==> src/rtl/mem_port_arbiter_pkg.sv <==
// rtl/mem_port_arbiter_pkg.sv - shared types and constants for the memory port arbiter
// Purpose: arbiter state encoding, requester identifiers and default bus widths.
package mem_port_arbiter_pkg;

    typedef enum logic {
        ARB    = 1'b0,
        LOCKED = 1'b1
    } arb_state_e;

    // Requester identifiers, also used as the round-robin pointer value.
    localparam logic REQ_CPU = 1'b0;
    localparam logic REQ_DBG = 1'b1;

    localparam int DEF_ADDR_W = 4;
    localparam int DEF_DATA_W = 8;

endpackage

==> src/rtl/mem_port_arbiter_rr_pick2.sv <==
// rtl/mem_port_arbiter_rr_pick2.sv - two-input round-robin picker
// Purpose: combinational one-hot grant between two requesters.
// Ports:
//   req[1:0]  request vector (bit 0 = core, bit 1 = debug)
//   last      requester granted most recently
//   gnt[1:0]  one-hot grant (all zero when nobody requests)
module rr_pick2
    import mem_port_arbiter_pkg::*;
(
    input  logic [1:0] req,
    input  logic       last,
    output logic [1:0] gnt
);

    // On a tie the requester that was not served last wins.
    always_comb begin
        gnt    = 2'b00;
        gnt[0] = req[0] & (~req[1] | (last == REQ_DBG));
        gnt[1] = req[1] & (~req[0] | (last == REQ_CPU));
    end

endmodule

==> src/rtl/mem_port_arbiter.sv <==
// rtl/mem_port_arbiter.sv - round-robin core/debug arbiter for the single-port memory
// Purpose: shares a 1-cycle-latency synchronous memory between the core and the
// debug/loader port, with a debug lock for exclusive multi-word loads.
// Optional feature: define ARB_STARVE_GUARD_EN to grant the stalled core once
// after 15 locked cycles in which it was requesting.
// Ports:
//   clk, reset                         clock, asynchronous active-high reset
//   cpu_req/we/addr/wdata              core request (held until cpu_gnt)
//   cpu_gnt, cpu_rvalid, cpu_rdata     core grant, read-return strobe and data
//   dbg_req/we/addr/wdata, dbg_lock    debug request and exclusive-ownership request
//   dbg_gnt, dbg_rvalid, dbg_rdata     debug grant, read-return strobe and data
//   mem_en/we/addr/wdata, mem_rdata    memory macro interface
//   locked                             debug lock is active
module mem_port_arbiter
    import mem_port_arbiter_pkg::*;
#(
    parameter int ADDR_W = DEF_ADDR_W,
    parameter int DATA_W = DEF_DATA_W
) (
    input  logic              clk,
    input  logic              reset,
    input  logic              cpu_req,
    input  logic              cpu_we,
    input  logic [ADDR_W-1:0] cpu_addr,
    input  logic [DATA_W-1:0] cpu_wdata,
    output logic              cpu_gnt,
    output logic              cpu_rvalid,
    output logic [DATA_W-1:0] cpu_rdata,
    input  logic              dbg_req,
    input  logic              dbg_we,
    input  logic [ADDR_W-1:0] dbg_addr,
    input  logic [DATA_W-1:0] dbg_wdata,
    input  logic              dbg_lock,
    output logic              dbg_gnt,
    output logic              dbg_rvalid,
    output logic [DATA_W-1:0] dbg_rdata,
    output logic              mem_en,
    output logic              mem_we,
    output logic [ADDR_W-1:0] mem_addr,
    output logic [DATA_W-1:0] mem_wdata,
    input  logic [DATA_W-1:0] mem_rdata,
    output logic              locked
);

    arb_state_e state;
    logic       last_gnt;
    logic       rd_pend;
    logic       rd_owner;
    logic [1:0] pick;
    logic       starve_turn;

    rr_pick2 u_pick (
        .req  ({dbg_req, cpu_req}),
        .last (last_gnt),
        .gnt  (pick)
    );

`ifdef ARB_STARVE_GUARD_EN
    logic [3:0] starve_cnt;

    assign starve_turn = (state == LOCKED) && (starve_cnt == 4'd15);

    // Counts locked cycles in which the core was left waiting; it only lives
    // while the lock is held and restarts after each forced core grant.
    always_ff @(posedge clk or posedge reset) begin
        if (reset) begin
            starve_cnt <= 4'd0;
        end else if (state != LOCKED || !dbg_lock || starve_turn) begin
            starve_cnt <= 4'd0;
        end else if (cpu_req) begin
            starve_cnt <= starve_cnt + 4'd1;
        end
    end
`else
    assign starve_turn = 1'b0;
`endif

    // Grants are gated by reset so nothing reaches the memory while it is held.
    always_comb begin
        cpu_gnt = 1'b0;
        dbg_gnt = 1'b0;
        if (!reset) begin
            if (state == ARB) begin
                cpu_gnt = pick[0];
                dbg_gnt = pick[1];
            end else if (starve_turn) begin
                cpu_gnt = cpu_req;
            end else begin
                dbg_gnt = dbg_req;
            end
        end
    end

    assign mem_en    = cpu_gnt | dbg_gnt;
    assign mem_we    = cpu_gnt ? cpu_we    : (dbg_gnt ? dbg_we    : 1'b0);
    assign mem_addr  = cpu_gnt ? cpu_addr  : (dbg_gnt ? dbg_addr  : '0);
    assign mem_wdata = cpu_gnt ? cpu_wdata : (dbg_gnt ? dbg_wdata : '0);

    assign cpu_rvalid = rd_pend & (rd_owner == REQ_CPU);
    assign dbg_rvalid = rd_pend & (rd_owner == REQ_DBG);
    assign cpu_rdata  = mem_rdata;
    assign dbg_rdata  = mem_rdata;
    assign locked     = (state == LOCKED);

    always_ff @(posedge clk or posedge reset) begin
        if (reset) begin
            state    <= ARB;
            last_gnt <= REQ_DBG;
            rd_pend  <= 1'b0;
            rd_owner <= REQ_CPU;
        end else begin
            rd_pend  <= mem_en & ~mem_we;
            rd_owner <= dbg_gnt ? REQ_DBG : REQ_CPU;
            if (cpu_gnt) begin
                last_gnt <= REQ_CPU;
            end else if (dbg_gnt) begin
                last_gnt <= REQ_DBG;
            end
            case (state)
                ARB: begin
                    // Lock is taken only on a real debug grant.
                    if (dbg_gnt && dbg_lock) begin
                        state <= LOCKED;
                    end
                end
                LOCKED: begin
                    // Leaving the lock hands the next tie to the core.
                    if (!dbg_lock) begin
                        state    <= ARB;
                        last_gnt <= REQ_DBG;
                    end
                end
                default: state <= ARB;
            endcase
        end
    end

endmodule

==> config.mk <==
export PLATFORM = sky130hd
export DESIGN_NAME = mem_port_arbiter
export DESIGN_NICKNAME = d
export VERILOG_FILES = /design/src/rtl/mem_port_arbiter_pkg.sv /design/src/rtl/mem_port_arbiter_rr_pick2.sv /design/src/rtl/mem_port_arbiter.sv
export SDC_FILE = /design/constraint.sdc
export NUM_CORES = 1
export LEC_CHECK = 0
export ABC_CLOCK_PERIOD_IN_PS = 2000
export CORE_ASPECT_RATIO = 0.8
export CORE_UTILIZATION = 23
export DETAILED_ROUTE_END_ITERATION = 10
export PLACE_DENSITY_LB_ADDON = 0.25
export SLEW_MARGIN = 5
export SYNTH_ARGS = -nofsm -noshare
export SYNTH_HDL_FRONTEND = slang
export SYNTH_SLANG_ARGS = --single-unit
==> constraint.sdc <==
create_clock -name clk -period 2 [get_ports clk]
set_input_delay 0.4 -clock clk [delete_from_list [all_inputs] [get_ports clk]]
set_output_delay 0.4 -clock clk [all_outputs]
set_load 0.05 [all_outputs]
Word-level counts from Yosys, hierarchy flattened --
Cells that the tools add are included.
Storage, ports and cells: register bits after elaboration 4, output and inout port bits 35, logic and storage cells 37
Operators by class: muxes and demuxes 18, bitwise logic cells 14, reduce and logical (&&, ||, !) cells 1
Operator list (count):
- 8-bit 2-to-1 mux | 2
- 1-bit 2-to-1 mux | 13
- 4-bit 2-to-1 mux | 2
- 1-bit inverter | 6
- 1-bit bitwise AND | 5
- 1-bit OR | 3
- 1-bit case mux with 2 select lines | 1
- 1-bit logical AND | 1

Depth between registers and ports, before layout --
depth in word-level cells 9, gate-level depth with buffers 4, mapped depth without buffers 3

By module --
Synthesis repeated with hierarchy kept, for this count alone.
Second synthesis, totals: cell total of the unflattened synthesis 58, area total of the unflattened synthesis 504.2 um^2
By module, submodules not included:
- mem_port_arbiter | times used 1, cells each 55, area each 485.5 um^2, seq. area each 101.3 um^2
- rr_pick2 | times used 1, cells each 3, area each 18.8 um^2, seq. area each 0.0 um^2

Worst setup path before layout --
No wires, ideal clock.
path type register -> output, start register state, in the netlist locked, end output mem_addr[1], data arrival time 1.840 ns, data required time 1.600 ns, slack -0.240 ns, stages on the path, launching flop included 5, cell sequence dfrtp_1 -> inv_1 -> a31oi_1 -> buf_4 -> a22o_2
Between the ends: cells in the longest elaborated chain, start to end 4
Ends and longest elaborated chain:
- from (decl) | RTL line mem_port_arbiter.sv:45 | arb_state_e state;
- from (signal assigned) | RTL line mem_port_arbiter.sv:107 | state <= ARB;
- from (signal assigned) | RTL line mem_port_arbiter.sv:123 | state <= LOCKED;
- from (signal assigned) | RTL line mem_port_arbiter.sv:129 | state <= ARB;
- 1-bit 2-to-1 mux | RTL line mem_port_arbiter.sv:83 | if (state == ARB) begin
- 1-bit 2-to-1 mux | RTL line mem_port_arbiter.sv:82 | if (!reset) begin
- net dbg_gnt | RTL line mem_port_arbiter.sv:34 | output logic dbg_gnt,
- 4-bit 2-to-1 mux (2 in a row) | RTL line mem_port_arbiter.sv:96 | assign mem_addr = cpu_gnt ? cpu_addr : (dbg_gnt ? dbg_addr : '0);
- to (decl) | RTL line mem_port_arbiter.sv:39 | output logic [ADDR_W-1:0] mem_addr,
The timed path passes the listed nets, and every way through them passes these cells.

Worst setup path in the final report --
start register last_gnt, end output mem_addr[1]
Between the ends: cells in the longest elaborated chain, start to end 7
Ends and longest elaborated chain:
- from (decl) | RTL line mem_port_arbiter.sv:46 | logic last_gnt;
- from (signal assigned) | RTL line mem_port_arbiter.sv:108 | last_gnt <= REQ_DBG;
- from (signal assigned) | RTL line mem_port_arbiter.sv:115 | last_gnt <= REQ_CPU;
- from (signal assigned) | RTL line mem_port_arbiter.sv:117 | last_gnt <= REQ_DBG;
- 1-bit inverter | RTL line mem_port_arbiter_rr_pick2.sv:19 | gnt[1] = req[1] & (~req[0] | (last == REQ_CPU));
- 1-bit OR | RTL line mem_port_arbiter_rr_pick2.sv:19
- 1-bit bitwise AND | RTL line mem_port_arbiter_rr_pick2.sv:19
- 1-bit 2-to-1 mux | RTL line mem_port_arbiter.sv:83
- 1-bit 2-to-1 mux | RTL line mem_port_arbiter.sv:82
- 4-bit 2-to-1 mux | RTL line mem_port_arbiter.sv:96
- 4-bit 2-to-1 mux * | RTL line mem_port_arbiter.sv:96
Mark *: on every way between the ends. The rest lies on a longest branch, timed or not.

==> flow_summary.yaml <==
floorplanning:
  die_height_um: 43.6
  core_area_um2: 1960
  io_pins: 74
  core.rowCount: 14
  die_w_um: 54.0
  die_area_um2: 2350
  start_util: 0.253
logic_synthesis:
  synth_seq_cells: 4
  ys_warn_count: 0
  synth_area_leaders: "a22o_2 (28%), buf_4 (26%), dfrtp_1 (15%)"
  synthDistinctLibCells: 18
  postSynthCellCount: 53
  yosysSeqAreaShare: 0.204
  yosys.area.top_type: "a22o_2"
  syn_area_um2: 497
  synth_nets: 92
  synth_top_area_share: 0.282
  syn_avg_cell_area_um2: 9.37
routing:
  drc: 0
  num_vias: 542
  detail-route-antenna-nets: 0
  drtIter0Drc: 3
  drtPass1Iterations: 4
  wl_per_cell_um: 14.7
  finalWirelength_um: 1770
  via_per_inst: 4.52
cts:
  numCtsBuffers: 3
  cts-htree-levels: 1
  clock_latency_ns: 0.23
  cts-root-buf: "clkbuf_4"
  clockBufferDepth: 2
  cts_tree: "done"
  clk_pin_slew_ns: 0.04
  hold_buffers: 0
  cts_sinks: 4
status:
  status: "finished, violations left"
  violations: "negative setup slack"
placement:
  io_buffers: 49
  gp_congestion: 0.845
  dpl_cell_area_um2: 1110
  place_ws_ns: -0.233
  dpl.hpwl_um: 1330
critical_path:
  worst-path-max-fanout: 8
  startpoint: "last_gnt"
  slowest_stage: "dfstp_2"
  crit_family: "flip-flops"
  cp_cell_sequence: "inv_2 > a2111oi_4 > buf_4 > clkbuf_16 > a22o_4 > buf_12"
  r2r-start: "last_gnt"
  cp_data_arrival_time_ns: 1.71
  critPathBufInv: 4
  path_class: "flip-flop to primary output"
  start_kind: "flip-flop"
  crit_required_ns: 1.60
  slowest_delay_ns: 0.52
  cp-end-kind: "primary output"
timing:
  max-slew-margin-rel: 0.675
  min_period_ns: 2.11
  finalClockSkew_ns: 0.00757
  tightest_slew_ns: 0.486
  fin_ws_ns: -0.109
  hold_viol: 0
  min_period_over_period: 1.05
  setup-tns-final_ns: -1.22
  rsz0062_at_grt: "yes"
  fmaxAchievable_ghz: 0.474
  slew_violations: 0
  setup_violations: 15
global_routing:
  grt_pass1_vias: 587
  grt_start_max_net_pins: 18
  grt_pass1_wl_um: 2740
  track_usage: 0.165
  grt_overflow: 0
  antenna_found_initial: 0
final_layout:
  final_core_util: 0.640
  drive_gt1_frac: 0.521
  syn_to_final_growth_pct: 153
  antennaDiodeCount: 0
  mostFrequentLayoutCell: "clkdlybuf4s50_1"
  final_cell_mix: "clkdlybuf4s50_1 (29), buf_12 (17), a22o_4 (13)"
  nets: 136
  stdcell_area_um2: 1260
hold_path:
  hp-class: "input pin to asynchronous set/reset pin"
pwr:
  p_per_area_nw_per_um2: 553
  power_leakage_nw: 0.561
  irDropWorstVdd_mv: 0.395
flow_run:
  max_cap_violations: 0
## report_power, final
group	switching (mW)	leakage, nW	internal (mW)	total (mW)
Sequential	0.00746	0.0488	0.0961	0.104
Combinational	0.227	0.498	0.257	0.484
Clock	0.0330	0.0150	0.0749	0.108
## registers in the layout (all words and copies together) (netlist names)
register and count:
last_gnt 1, locked 1, rd_owner 1, rd_pend 1
## Yosys cell counts
library cell	number
a22o_2	14
inv_2	1
inv_1	5
dfstp_2	1
dfrtp_1	3
and2b_2	1
nand2b_1	1
o21a_1	1
nor2b_1	1
o221ai_1	1
a21oi_1	1
buf_6	1
and2_1	1
a31oi_1	1
a2111oi_4	1
buf_4	17
o21ai_0	1
or2_2	1
## final timing paths
check                           cells past startpoint  slack (ns)     endpoint
worst min-delay path                                2        0.25     rd_owner
worst max-delay path                                6       -0.11  mem_addr[1]
worst max register to register                      5        0.59      rd_pend
max in group asynchronous                           2        1.52     last_gnt
worst min register to register                      1        0.61       locked
min in group clk                                    1        0.61       locked
## per-stage QoR
stage / std cells / total power, mW / hold WS [ns]
floorplan: 53 / 0.396 / 0.165
global placement: 114 / 0.548 / 0.578
detailed placement: 114 / 0.552 / 0.584
CTS: 120 / 0.711 / 0.253
global route: 120 / 0.729 / 0.254
finish: 120 / 0.695 / 0.252
## worst reg2reg max path, stage by stage, from the launching register on
cell,delay [ns]
dfstp_2,0.52
inv_2,0.04
a2111oi_4,0.31
buf_4,0.19
clkbuf_16,0.15
a22o_2,0.14
## cells by family after synthesis
kind of cell | Yosys count | share of synthesized area
AO/OA/AOI/OAI | 20 | 0.403
flip-flops | 4 | 0.204
buffers and inverters | 24 | 0.325
AND/OR/NAND/NOR | 5 | 0.0680
## repair_timing
item	4_1_cts	5_1_grt
buffers inserted	1	1
endpoints found under the setup margin	16	15
hold endpoints to repair	0	0
gates resized for setup	18	1
pin swaps	14	0
gates cloned	1	0
## final cells by class
cell class | count | area [µm²]
repair buffers | 57 | 734
flip-flops and latches | 4 | 103
inverters | 6 | 22.5
fillers | 171 | 706
well taps | 24 | 30.0
clock buffers | 4 | 26.3
multi-input cells | 25 | 340
## metal layers
layer / global-route usage / up-vias / part of all wire
li1: - / 262 / -
met1: 0.201 / 256 / 0.41
met2: 0.267 / 22 / 0.52
met3: 0.0281 / 2 / 0.059
met4: 0.100 / 0 / 0.011
met5: 0 / - / 0
(Power assumes the default switching activity.)
